==> src/rtl/brick_state.sv <==
// Brick wall tracker for a breakout game: keeps the 3x5 brick field, scans one
// brick per cycle against the latched ball position, and reports the first hit.
module brick_state #(
  parameter int BALL_SIZE = 8,
  parameter int BRICK_W   = 124,
  parameter int BRICK_H   = 20,
  parameter int COL_PITCH = 128,
  parameter int ROW_PITCH = 24,
  parameter int ORIGIN_X  = 0,
  parameter int ORIGIN_Y  = 0
) (
  input  logic        clk,
  input  logic        rst,
  input  logic        frame_tick,
  input  logic        restart,
  input  logic [9:0]  ball_x,
  input  logic [9:0]  ball_y,
  output logic [14:0] alive,
  output logic        hit_valid,
  output logic [3:0]  hit_index,
  output logic        hit_side,
  output logic [7:0]  score,
  output logic        level_clear,
  output logic        busy
);

  typedef enum logic {IDLE = 1'b0, SCAN = 1'b1} state_t;

  state_t      state, state_next;
  logic [3:0]  idx, idx_next;
  logic [9:0]  bx_ball, by_ball;
  logic [1:0]  row;
  logic [2:0]  col;
  logic [10:0] brick_x, brick_y;
  logic [10:0] ball_l, ball_r, ball_t, ball_b, centre_x;
  logic        overlap, side, hit;
  logic [8:0]  score_sum;
  logic [7:0]  score_next;

  // All geometry is done at 11 bits so ball + size can never wrap.
  always_comb begin
    row = 2'd0;
    if (idx >= 4'd10)
      row = 2'd2;
    else if (idx >= 4'd5)
      row = 2'd1;
    col      = 3'(idx - 4'(row) * 4'd5);
    brick_x  = 11'(ORIGIN_X) + 11'(col) * 11'(COL_PITCH);
    brick_y  = 11'(ORIGIN_Y) + 11'(row) * 11'(ROW_PITCH);
    ball_l   = {1'b0, bx_ball};
    ball_t   = {1'b0, by_ball};
    ball_r   = ball_l + 11'(BALL_SIZE);
    ball_b   = ball_t + 11'(BALL_SIZE);
    centre_x = ball_l + 11'(BALL_SIZE / 2);
    overlap  = (ball_l < brick_x + 11'(BRICK_W)) && (ball_r > brick_x) &&
               (ball_t < brick_y + 11'(BRICK_H)) && (ball_b > brick_y);
    side     = !((centre_x >= brick_x) && (centre_x <= brick_x + 11'(BRICK_W - 1)));
    hit      = (state == SCAN) && alive[idx] && overlap;
  end

  // Top row is worth the most; the sum carries into bit 8 to detect saturation.
  always_comb begin
    score_sum  = {1'b0, score} + 9'(2'd3 - row);
    score_next = score_sum[8] ? 8'hFF : score_sum[7:0];
  end

  always_comb begin
    state_next = state;
    idx_next   = idx;
    case (state)
      IDLE: begin
        if (frame_tick && !restart) begin
          state_next = SCAN;
          idx_next   = 4'd0;
        end
      end
      SCAN: begin
        if (hit || idx == 4'd14)
          state_next = IDLE;
        else
          idx_next = idx + 4'd1;
      end
      default: state_next = IDLE;
    endcase
    if (restart)
      state_next = IDLE;
  end

  always_ff @(posedge clk) begin
    if (rst) begin
      state <= IDLE;
      idx   <= 4'd0;
    end else begin
      state <= state_next;
      idx   <= idx_next;
    end
  end

  always_ff @(posedge clk) begin
    if (rst) begin
      alive       <= 15'h7FFF;
      score       <= 8'd0;
      hit_valid   <= 1'b0;
      hit_index   <= 4'd0;
      hit_side    <= 1'b0;
      level_clear <= 1'b0;
      bx_ball     <= 10'd0;
      by_ball     <= 10'd0;
    end else begin
      hit_valid   <= 1'b0;
      level_clear <= (alive == 15'd0);
      if (restart) begin
        alive <= 15'h7FFF;
      end else begin
        if (state == IDLE && frame_tick) begin
          bx_ball <= ball_x;
          by_ball <= ball_y;
        end
        if (hit) begin
          alive[idx] <= 1'b0;
          hit_valid  <= 1'b1;
          hit_index  <= idx;
          hit_side   <= side;
          score      <= score_next;
        end
      end
    end
  end

  assign busy = (state == SCAN);

endmodule

==> config.mk <==
export PLATFORM = sky130hd
export DESIGN_NAME = brick_state
export DESIGN_NICKNAME = d
export VERILOG_FILES = /design/src/rtl/brick_state.sv
export SDC_FILE = /design/constraint.sdc
export NUM_CORES = 1
export LEC_CHECK = 0
export ABC_AREA = 0
export CAP_MARGIN = 5
export CORE_ASPECT_RATIO = 1.2
export CORE_MARGIN = 4
export CORE_UTILIZATION = 30
export CTS_BUF_LIST = sky130_fd_sc_hd__clkbuf_4 sky130_fd_sc_hd__clkbuf_8
export CTS_CLUSTER_SIZE = 40
export DETAILED_ROUTE_END_ITERATION = 10
export MAX_ROUTING_LAYER = met4
export PLACE_DENSITY = 0.56
export SLEW_MARGIN = 20
export SYNTH_ARGS = -nofsm -noshare
export SYNTH_HDL_FRONTEND = slang
export SYNTH_SLANG_ARGS = --single-unit
==> constraint.sdc <==
create_clock -name clk -period 5.7 [get_ports clk]
set_input_delay 0.855 -clock clk [delete_from_list [all_inputs] [get_ports clk]]
set_output_delay 0.855 -clock clk [all_outputs]
set_load 0.03 [all_outputs]
# After elaboration in Yosys (flattened, before gate mapping)

Cells that the tools add are included.

Register bits after elaboration: 55
Output and inout port bits: 31
Logic and storage cells: 70

Add/subtract/negate cells: 10
Multipliers: 2
$lt $le $gt $ge: 10
Equality and inequality tests: 3
Mux-type cells: 14
Bitwise logic cells: 4
Reduce and logical (&&, ||, !) cells: 17

Operators by type and width:

| kind                  | number |
|---|---|
| $add 10x4->11 const B | 2 |
| $add 10x7->11 const B | 2 |
| $and 15x15->15        | 1 |
| $logic_not 15->1      | 1 |
| $not 15->15           | 1 |
| $add 10x3->11 const B | 1 |
| $ge 11x10->1          | 1 |
| $gt 11x10->1          | 1 |
| $gt 11x7->1           | 1 |
| $le 11x11->1          | 1 |
| $lt 10x11->1          | 1 |
| $lt 10x8->1           | 1 |
| $add 8x9->9           | 1 |
| $logic_and 1x1->1     | 9 |
| $add 7x5->8 const B   | 1 |
| $mux 4                | 2 |
| $mux 8                | 1 |
| $pmux 4 s2            | 1 |
| $mux 1                | 6 |
| $reduce_and 2->1      | 3 |
| $lt 4x5->1 const B    | 1 |
| $add 4x1->4 const B   | 1 |
| $bmux 1 s4            | 1 |
| $demux 1 s4           | 1 |
| 15 further kinds      | 18 |

# Logic depth before layout (Yosys ltp)

Gate-level depths: netlist (run 1).

Depth in word-level cells: 14
Gate-level depth with buffers: 23
Mapped depth without buffers: 21

# Least setup slack after synthesis (run 1)

No wires, ideal clock.

Path type: register to register
From: register idx[1]
To: register score[7]
Data arrival time: 4310 ps
Required time: 5574 ps
Setup slack: 1264 ps
Cell stages (with the launch flop): 24
Path buffers: 2
Clock period less this slack: 4436 ps
Cells stage by stage: dfxtp_1 -> buf_2 -> inv_1 -> ha_1 -> nand2b_1 -> a21o_1 -> nand2_1 -> inv_1 -> ha_1 -> inv_1 -> ha_1 -> nor2_1 -> fa_1 -> xnor2_1 -> xnor2_1 -> ha_1 -> and4b_1 -> nand4_1 -> o22a_1 -> o2bb2ai_2 -> or3_4 -> buf_8 -> o41ai_2 -> a21oi_1

Cells in the longest elaborated chain, start to end: 12
Elaborated cells on any way between the ends: 24
Those cells by class: 5 x add/sub; 2 x mul; 6 x order compare; 5 x mux; 6 x reduce/logical

Ends and longest elaborated chain:

| what                              | RTL line | text |
|---|---|---|
| start: declaration                | 30       | `logic [3:0] idx, idx_next;` |
| start signal: assignment          | 95       | `idx <= idx_next;` |
| $ge 4x3->1                        | 45       | `else if (idx >= 4'd5)` |
| $mux 1                            | 45       |  |
| $mux 2                            | 43       | `if (idx >= 4'd10)` |
| $mul 2x3->3                       | 47       | `col = 3'(idx - 4'(row) * 4'd5);` |
| $sub 3x3->3                       | 47       |  |
| $add 10x7->11                     | 55       | `overlap = (ball_l < brick_x + 11'(BRICK_W)) && (ball_r > brick_x) &&` |
| $lt 10x11->1                      | 55       |  |
| $logic_and 1x1->1 (2 in series)   | 55       |  |
| $logic_and 1x1->1                 | 56       | `(ball_t < brick_y + 11'(BRICK_H)) && (ball_b > brick_y);` |
| $logic_and 1x1->1                 | 58       | `hit = (state == SCAN) && alive[idx] && overlap;` |
| $reduce_and 2->1 (no source line) | n/a      |  |
| end signal: assignment            | 124      | `score <= score_next;` |
| end: declaration                  | 22       | `output logic [7:0] score,` |

Parallel ways exist; a longest one is shown, timed or not. The select of a mux whose other input is x is not followed.
A chain may end at the register's enable or synchronous reset.

# Final worst setup path (run 1)

From: register idx[0]
To: register alive[6]

Cells in the longest elaborated chain, start to end: 11
Elaborated cells on any way between the ends: 27
Those cells by class: 3 x add/sub; 2 x mul; 8 x order compare; 6 x mux; 2 x bitwise; 6 x reduce/logical

Ends and longest elaborated chain:

| what                            | RTL line | text |
|---|---|---|
| $ge 4x3->1                      | 45       |  |
| $mux 1                          | 45       |  |
| $mux 2                          | 43       |  |
| $mul 2x3->3                     | 47       |  |
| $sub 3x3->3                     | 47       |  |
| $add 10x7->11                   | 55       |  |
| $lt 10x11->1                    | 55       |  |
| $logic_and 1x1->1 (2 in series) | 55       |  |
| $logic_and 1x1->1               | 56       |  |
| $logic_and 1x1->1               | 58       |  |
| end signal: assignment          | 101      | `alive <= 15'h7FFF;` |
| end signal: assignment          | 113      | `alive <= 15'h7FFF;` |
| end signal: indexed assignment  | 120      | `alive[idx] <= 1'b0;` |
| end: declaration                | 18       | `output logic [14:0] alive,` |

Parallel ways exist; a longest one is shown, timed or not. The select of a mux whose other input is x is not followed.

==> results.toml, run 1 <==
[worst_setup_path]
crit_buf_inv = 4
start_kind = "register"
cp_max_fo = 20
crit_type = "reg -> reg"
cp.arrival_ps = 5070
cp_cell_sequence = "buf_4 > inv_1 > ha_1 > o31ai_1 > nand2_1 > inv_1 > ha_1 > inv_1 > ha_1 > nor2_1 > fa_1 > xnor2_1 > xnor2_1 > ha_1 > and4b_1 > nand4_1 > o22a_1 > o2bb2ai_2 > or3_4 > nor4b_4 > a21oi_1"
critPathMaxStageDelay_ps = 480
path_delay_family = "adder cells"
path_depth = 21
cpMaxStageDelayCell = "o31ai_1"
r2r_cells = 21
crit_top_cell = "ha_1"
worstPathRequired_ps = 5890
cp-end-kind = "register"

[detailed_routing]
viasPerCell = 5.10
wl_per_cell_um = 14.8
drc = 0
dr.pass1.iters = 4
ant_nets = 0
vias = 2976
drtIter0Drc = 73
wirelength_um = 8600

[power]
pwr_density_cell_nw_per_um2 = 174
p_leak_nw = 1.53
ir_drop_v = 0.0000877

[die]
die_x_um = 105
fp.dieArea_sq_um = 13000
ios = 55
fp.coreArea_sq_um = 11000
initial_utilization_pct = 30.6
num_rows = 42
die_h_um = 124

[cells_and_area]
syn2layout_area_growth_pct = 21.8
layout_common_cells = "77 x nand2_1, 55 x dfxtp_1, 54 x clkdlybuf4s50_1"
nets = 511
final-instance-count-excl-fill = 583
final_cell_area_sq_um = 4090
fill_cells = 1148
insertedDiodeCount = 0
drive_gt1_share_pct = 5.54
layout_commonest_cell = "nand2_1"
multi_input_area_sq_um = 2100
seq_area_sq_um = 1100

[clock_tree]
numCtsBuffers = 5
cts_buffer_depth = 2
clockRootBuffer = "clkbuf_8"
clk_pin_slew_ps = 100
ctsHoldBuffers = 0
cts_tree = "built"
cts_sinks = 55
cts_setup_buffers = 0
clk_latency_ps = 310
cts-resized-gates = 0
cts.htree.levels = 2

[global_route]
grt_use_total_pct = 13.7
grt_pass1_vias = 2962
grt_pass1_wl_um = 14300
overflow = 0
grt_max_degree = 42
antenna_found_initial = 0

[sta]
setup_violations = 0
report.final.slew_viol_count = 0
max_freq_ghz = 0.205
setup_tns_ps = 0
fin_crit_sh_pct = 85.6
rsz0062_at_grt = "false"
fin_crit_ps = 4880
hold_violations = 0
clock-skew-final_ps = 13.4
worst_pin_slew_ps = 884
max_slew_margin_pct = 41.0

[placed_design]
dp_hpwl_um = 6490
numPortBuffers = 54
dp_cells = 575
place_congestion = 0.840
dpl_cell_area_sq_um = 4000

[yosys]
yosys.area.top_type = "dfxtp_1"
synth-edff-count = 0
syn_area_per_cell_sq_um = 8.27
synth_top_area_share_pct = 32.8
synth.distinct_cells = 59
syn_inst = 406
postSynth.asyncResetShare_pct = 0
synth_area_sq_um = 3360
synth_area_leaders = "dfxtp_1 33%, ha_1 13%, nand2_1 8.6%"
yosysWarnings = 0
synthFlopType = "dfxtp_1"
ys_seq_elements = 55
yosysSeqAreaShare_pct = 32.8

[min_path]
hold_path_class = "reg -> reg"
min_delay_path_depth = 2

[status]
status = "completed"

[run]
max_cap_violations = 0
-- layout make-up --
type	count	area share (%)
clock inverter	2	0.306
sequential	55	26.9
tap	132	4.04
clock buffer	6	1.87
timing repair buffer	59	14.1
multi-input combinational	314	51.4
inverter	15	1.38
-- synth_stat cells, types with 2 or more instances --
cell type,instances
inv_1,15
a41oi_1,2
fa_1,2
nor4_1,9
nand3b_1,2
o31ai_1,2
o21ai_0,13
buf_1,2
buf_2,7
mux4_2,3
a21oi_1,36
a21o_1,3
a211oi_1,6
nand2_1,77
nand2b_1,2
and4_1,3
nand4b_1,2
ha_1,35
o211ai_1,4
xnor2_1,9
nor2_1,25
clkbuf_1,12
a311oi_1,2
a31oi_1,4
nand3_1,16
mux2i_1,5
nand4_1,3
nor3_1,7
nor2b_1,5
xor2_1,7
and3_1,3
and2_1,2
dfxtp_1,55
-- logic make-up after synthesis --
family,share of synthesized area [%]
buf+inv,5.07
xor+xnor,4.17
simple gates,24.4
mux,3.50
fa+ha+maj,14.2
compound gates,15.7
flops,32.8
other cells,0.112
-- through the flow --
stage          power (mW)  hold WS (ps)  utilization, %  setup WS (ps)
4_1_cts             0.727           469            37.2            788
2_1_floorplan       0.466           436               -           1260
3_3_place_gp        0.501           451            36.4           1020
3_5_place_dp        0.502           456            36.4            792
5_1_grt             0.753           503            37.2            391
6_report            0.712           464            37.2            823
-- worst register-to-register path, delay by kind of cell, from the launching register on --
kind	cells	cell delay [ps]
and+or+nand+nor	6	1320
DFF	1	320
adders and majority gates	5	1330
buffers and inverters	4	490
xor gates and xnor gates	2	460
AOI/OAI and AO/OA	4	820
-- registers in the layout, summed over array words and instances, names as in the netlist --
register and cells:
by_ball 10, hit_index 4, busy 1, hit_side 1, score 8, bx_ball 10
level_clear 1, hit_valid 1, idx 4, alive 15
-- power breakdown --
part	internal [mW]	leakage (nW)	switching (mW)	total, mW
clock network	0.0911	0.0446	0.129	0.220
registers	0.392	0.446	0.0117	0.403
logic	0.0430	1.04	0.0457	0.0887
total	0.526	1.53	0.186	0.712
-- path summary, 6_finish.rpt --
check,from,to,slack [ps]
setup / recovery,idx[0],alive[6],820
hold / removal,by_ball[0],by_ball[0],460
setup reg to reg,idx[0],alive[6],820
hold reg to reg,by_ball[0],by_ball[0],460
-- per-layer routing --
metal | global-route usage [%] | routed length [um] | up-vias
li1 | - | - | 1505
met5 | - | 0 | -
met3 | 2.13 | 220 | 7
met4 | 2.99 | 76 | 0
met1 | 16.7 | 4000 | 1420
met2 | 24.2 | 4300 | 44
Note: power is estimated with default switching activity, not from simulation.
==> run 2: changes to the inputs <==
- CORE_MARGIN: 4 -> 1.5
==> run 2 against run 1 <==
Compared with the run above:
- die area fell by 8.6%
- wire length fell by 2.7%
- first-iteration DRC count rose by 14%
- critical path depth fell by 1
- register-to-register slack improved by 170 ps
- non-clock buffer count did not move
- sequential cell count did not move
- via count rose by 0.40%
- clock-buffer cell count fell by 1
- sequential share of layout area barely moved
- largest power group unchanged
==> results.toml, run 2 (same netlist as run 1, synthesis figures left out) <==
[status]
status = "completed"

[clock_tree]
cts_setup_buffers = 0
clk_pin_slew_ps = 110
cts_tree = "built"
numCtsBuffers = 5
cts_buffer_depth = 2
cts.htree.levels = 2
cts-resized-gates = 0
clockRootBuffer = "clkbuf_8"
cts_sinks = 55
ctsHoldBuffers = 0
clk_latency_ps = 310

[cells_and_area]
regMostFlops = "alive"
final-instance-count-excl-fill = 583
drive_gt1_share_pct = 5.54
nets = 511
largest_register_ffs = 15
insertedDiodeCount = 0
top_regs = "alive: 15 flops, bx_ball: 10 flops, by_ball: 10 flops"
fill_cells = 1135
layout_commonest_cell = "nand2_1"
layout_common_cells = "77 x nand2_1, 55 x dfxtp_1, 54 x clkdlybuf4s50_1"
syn2layout_area_growth_pct = 21.9

[run]
max_cap_violations = 0

[power]
switching_share_pct = 26.9
intPower_mw = 0.524
combPwrFrac_pct = 12.3
p_leak_nw = 1.54
ir_drop_v = 0.0000925
p_switching_mw = 0.193
pwr_density_cell_nw_per_um2 = 175
pwr-share-clk_pct = 31.4
pwr-share-seq_pct = 56.3

[die]
die_h_um = 119
die_x_um = 99.6
fp.dieArea_sq_um = 11800
ios = 55
fp.coreArea_sq_um = 11000
num_rows = 42
initial_utilization_pct = 30.6

[placed_design]
place_congestion = 0.842
dp_cells = 575
dp_hpwl_um = 6220
numPortBuffers = 54

[detailed_routing]
wirelength_um = 8370
drtIter0Drc = 83
drc = 0
vias = 2988
wl_per_cell_um = 14.3
viasPerCell = 5.13
ant_nets = 0
dr.pass1.iters = 4

[min_path]
hold_end = "by_ball[1]"
hold_path_class = "reg -> reg"
min_delay_path_depth = 2
min_from = "by_ball[1]"

[sta]
report.final.slew_viol_count = 0
fin_crit_sh_pct = 82.6
max_freq_ghz = 0.212
setup_violations = 0
fin_crit_ps = 4710
max_slew_margin_pct = 43.6
rsz0062_at_grt = "false"
setup_tns_ps = 0
clock-skew-final_ps = 10.9
hold_violations = 0
worst_pin_slew_ps = 845

[global_route]
overflow = 0
grt_max_degree = 42
grt_pass1_wl_um = 14100
grt_pass1_vias = 2980
antenna_found_initial = 0
grt_use_total_pct = 15.1

[worst_setup_path]
r2r-end = "alive[5]"
cp.arrival_ps = 4910
r2r_cells = 20
timing.rr.start = "idx[1]"
cp-end-kind = "register"
start_kind = "register"
cp_max_fo = 20
r2r_slack_ps = 990
crit_type = "reg -> reg"
worstPathRequired_ps = 5900
==> run 2: final cells by class <==
type,count,area [sq um],area share [%]
flip-flops and latches,55,1100,26.9
multi-input cells,314,2100,51.3
repair buffers,59,578,14.1
well taps,132,165,4.04
inverters,15,56.3,1.38
clock inverters,3,22.5,0.550
clock buffers,5,68.8,1.68
==> run 2: power by group through the flow <==
stage	sequential [mW]	clock (mW)	combinational [mW]
after floorplan	0.409	0	0.0576
after global placement	0.412	0	0.0881
after detailed placement	0.412	0	0.0892
after CTS	0.404	0.238	0.0899
after global routing	0.405	0.252	0.100
final	0.403	0.225	0.0882
==> run 2: worst max path at each step <==
stage / end / depth (start not counted) / from
5_1_grt: score[5] / 20 / idx[1]
3_5_place_dp: alive[5] / 20 / idx[1]
4_1_cts: alive[5] / 20 / idx[1]
6_report: alive[5] / 20 / idx[1]
3_3_place_gp: score[7] / 20 / idx[1]
2_1_floorplan: score[7] / 23 / idx[1]
==> run 2: per-layer routing <==
| metal | track usage (%) | wire [um] | vias to the layer above |
|---|---|---|---|
| met4 | 4.05 | 97 | 0 |
| met1 | 18.2 | 3850 | 1403 |
| met3 | 2.58 | 238 | 9 |
| li1 | - | - | 1519 |
| met2 | 25.9 | 4180 | 57 |
| met5 | - | 0 | - |
==> run 2: through the flow <==
step           power [mW]  util, %  cell area (sq um)  setup slack (ps)  hold WS, ps
6_report            0.717     37.3               4090               990          471
2_1_floorplan       0.466        -               3360              1260          436
4_1_cts             0.731     37.3               4090               957          480
3_5_place_dp        0.502     36.4               4000               981          464
5_1_grt             0.758     37.3               4090               543          500
3_3_place_gp        0.500     36.4               4000              1140          449
==> run 2: worst max-delay path, stage by stage (launching register included) <==
cell and delay (ps):
dfxtp_1 330, buf_4 190, ha_1 270, o31ai_1 470
nand2_1 230, inv_1 120, ha_1 240, inv_1 60
ha_1 130, nor2_1 60, fa_1 370, xnor2_1 150
xnor2_1 300, ha_1 300, and4b_1 180, nand4_1 80
o22a_1 140, o2bb2ai_2 80, or3_4 460, nor4b_4 320
a21oi_1 120
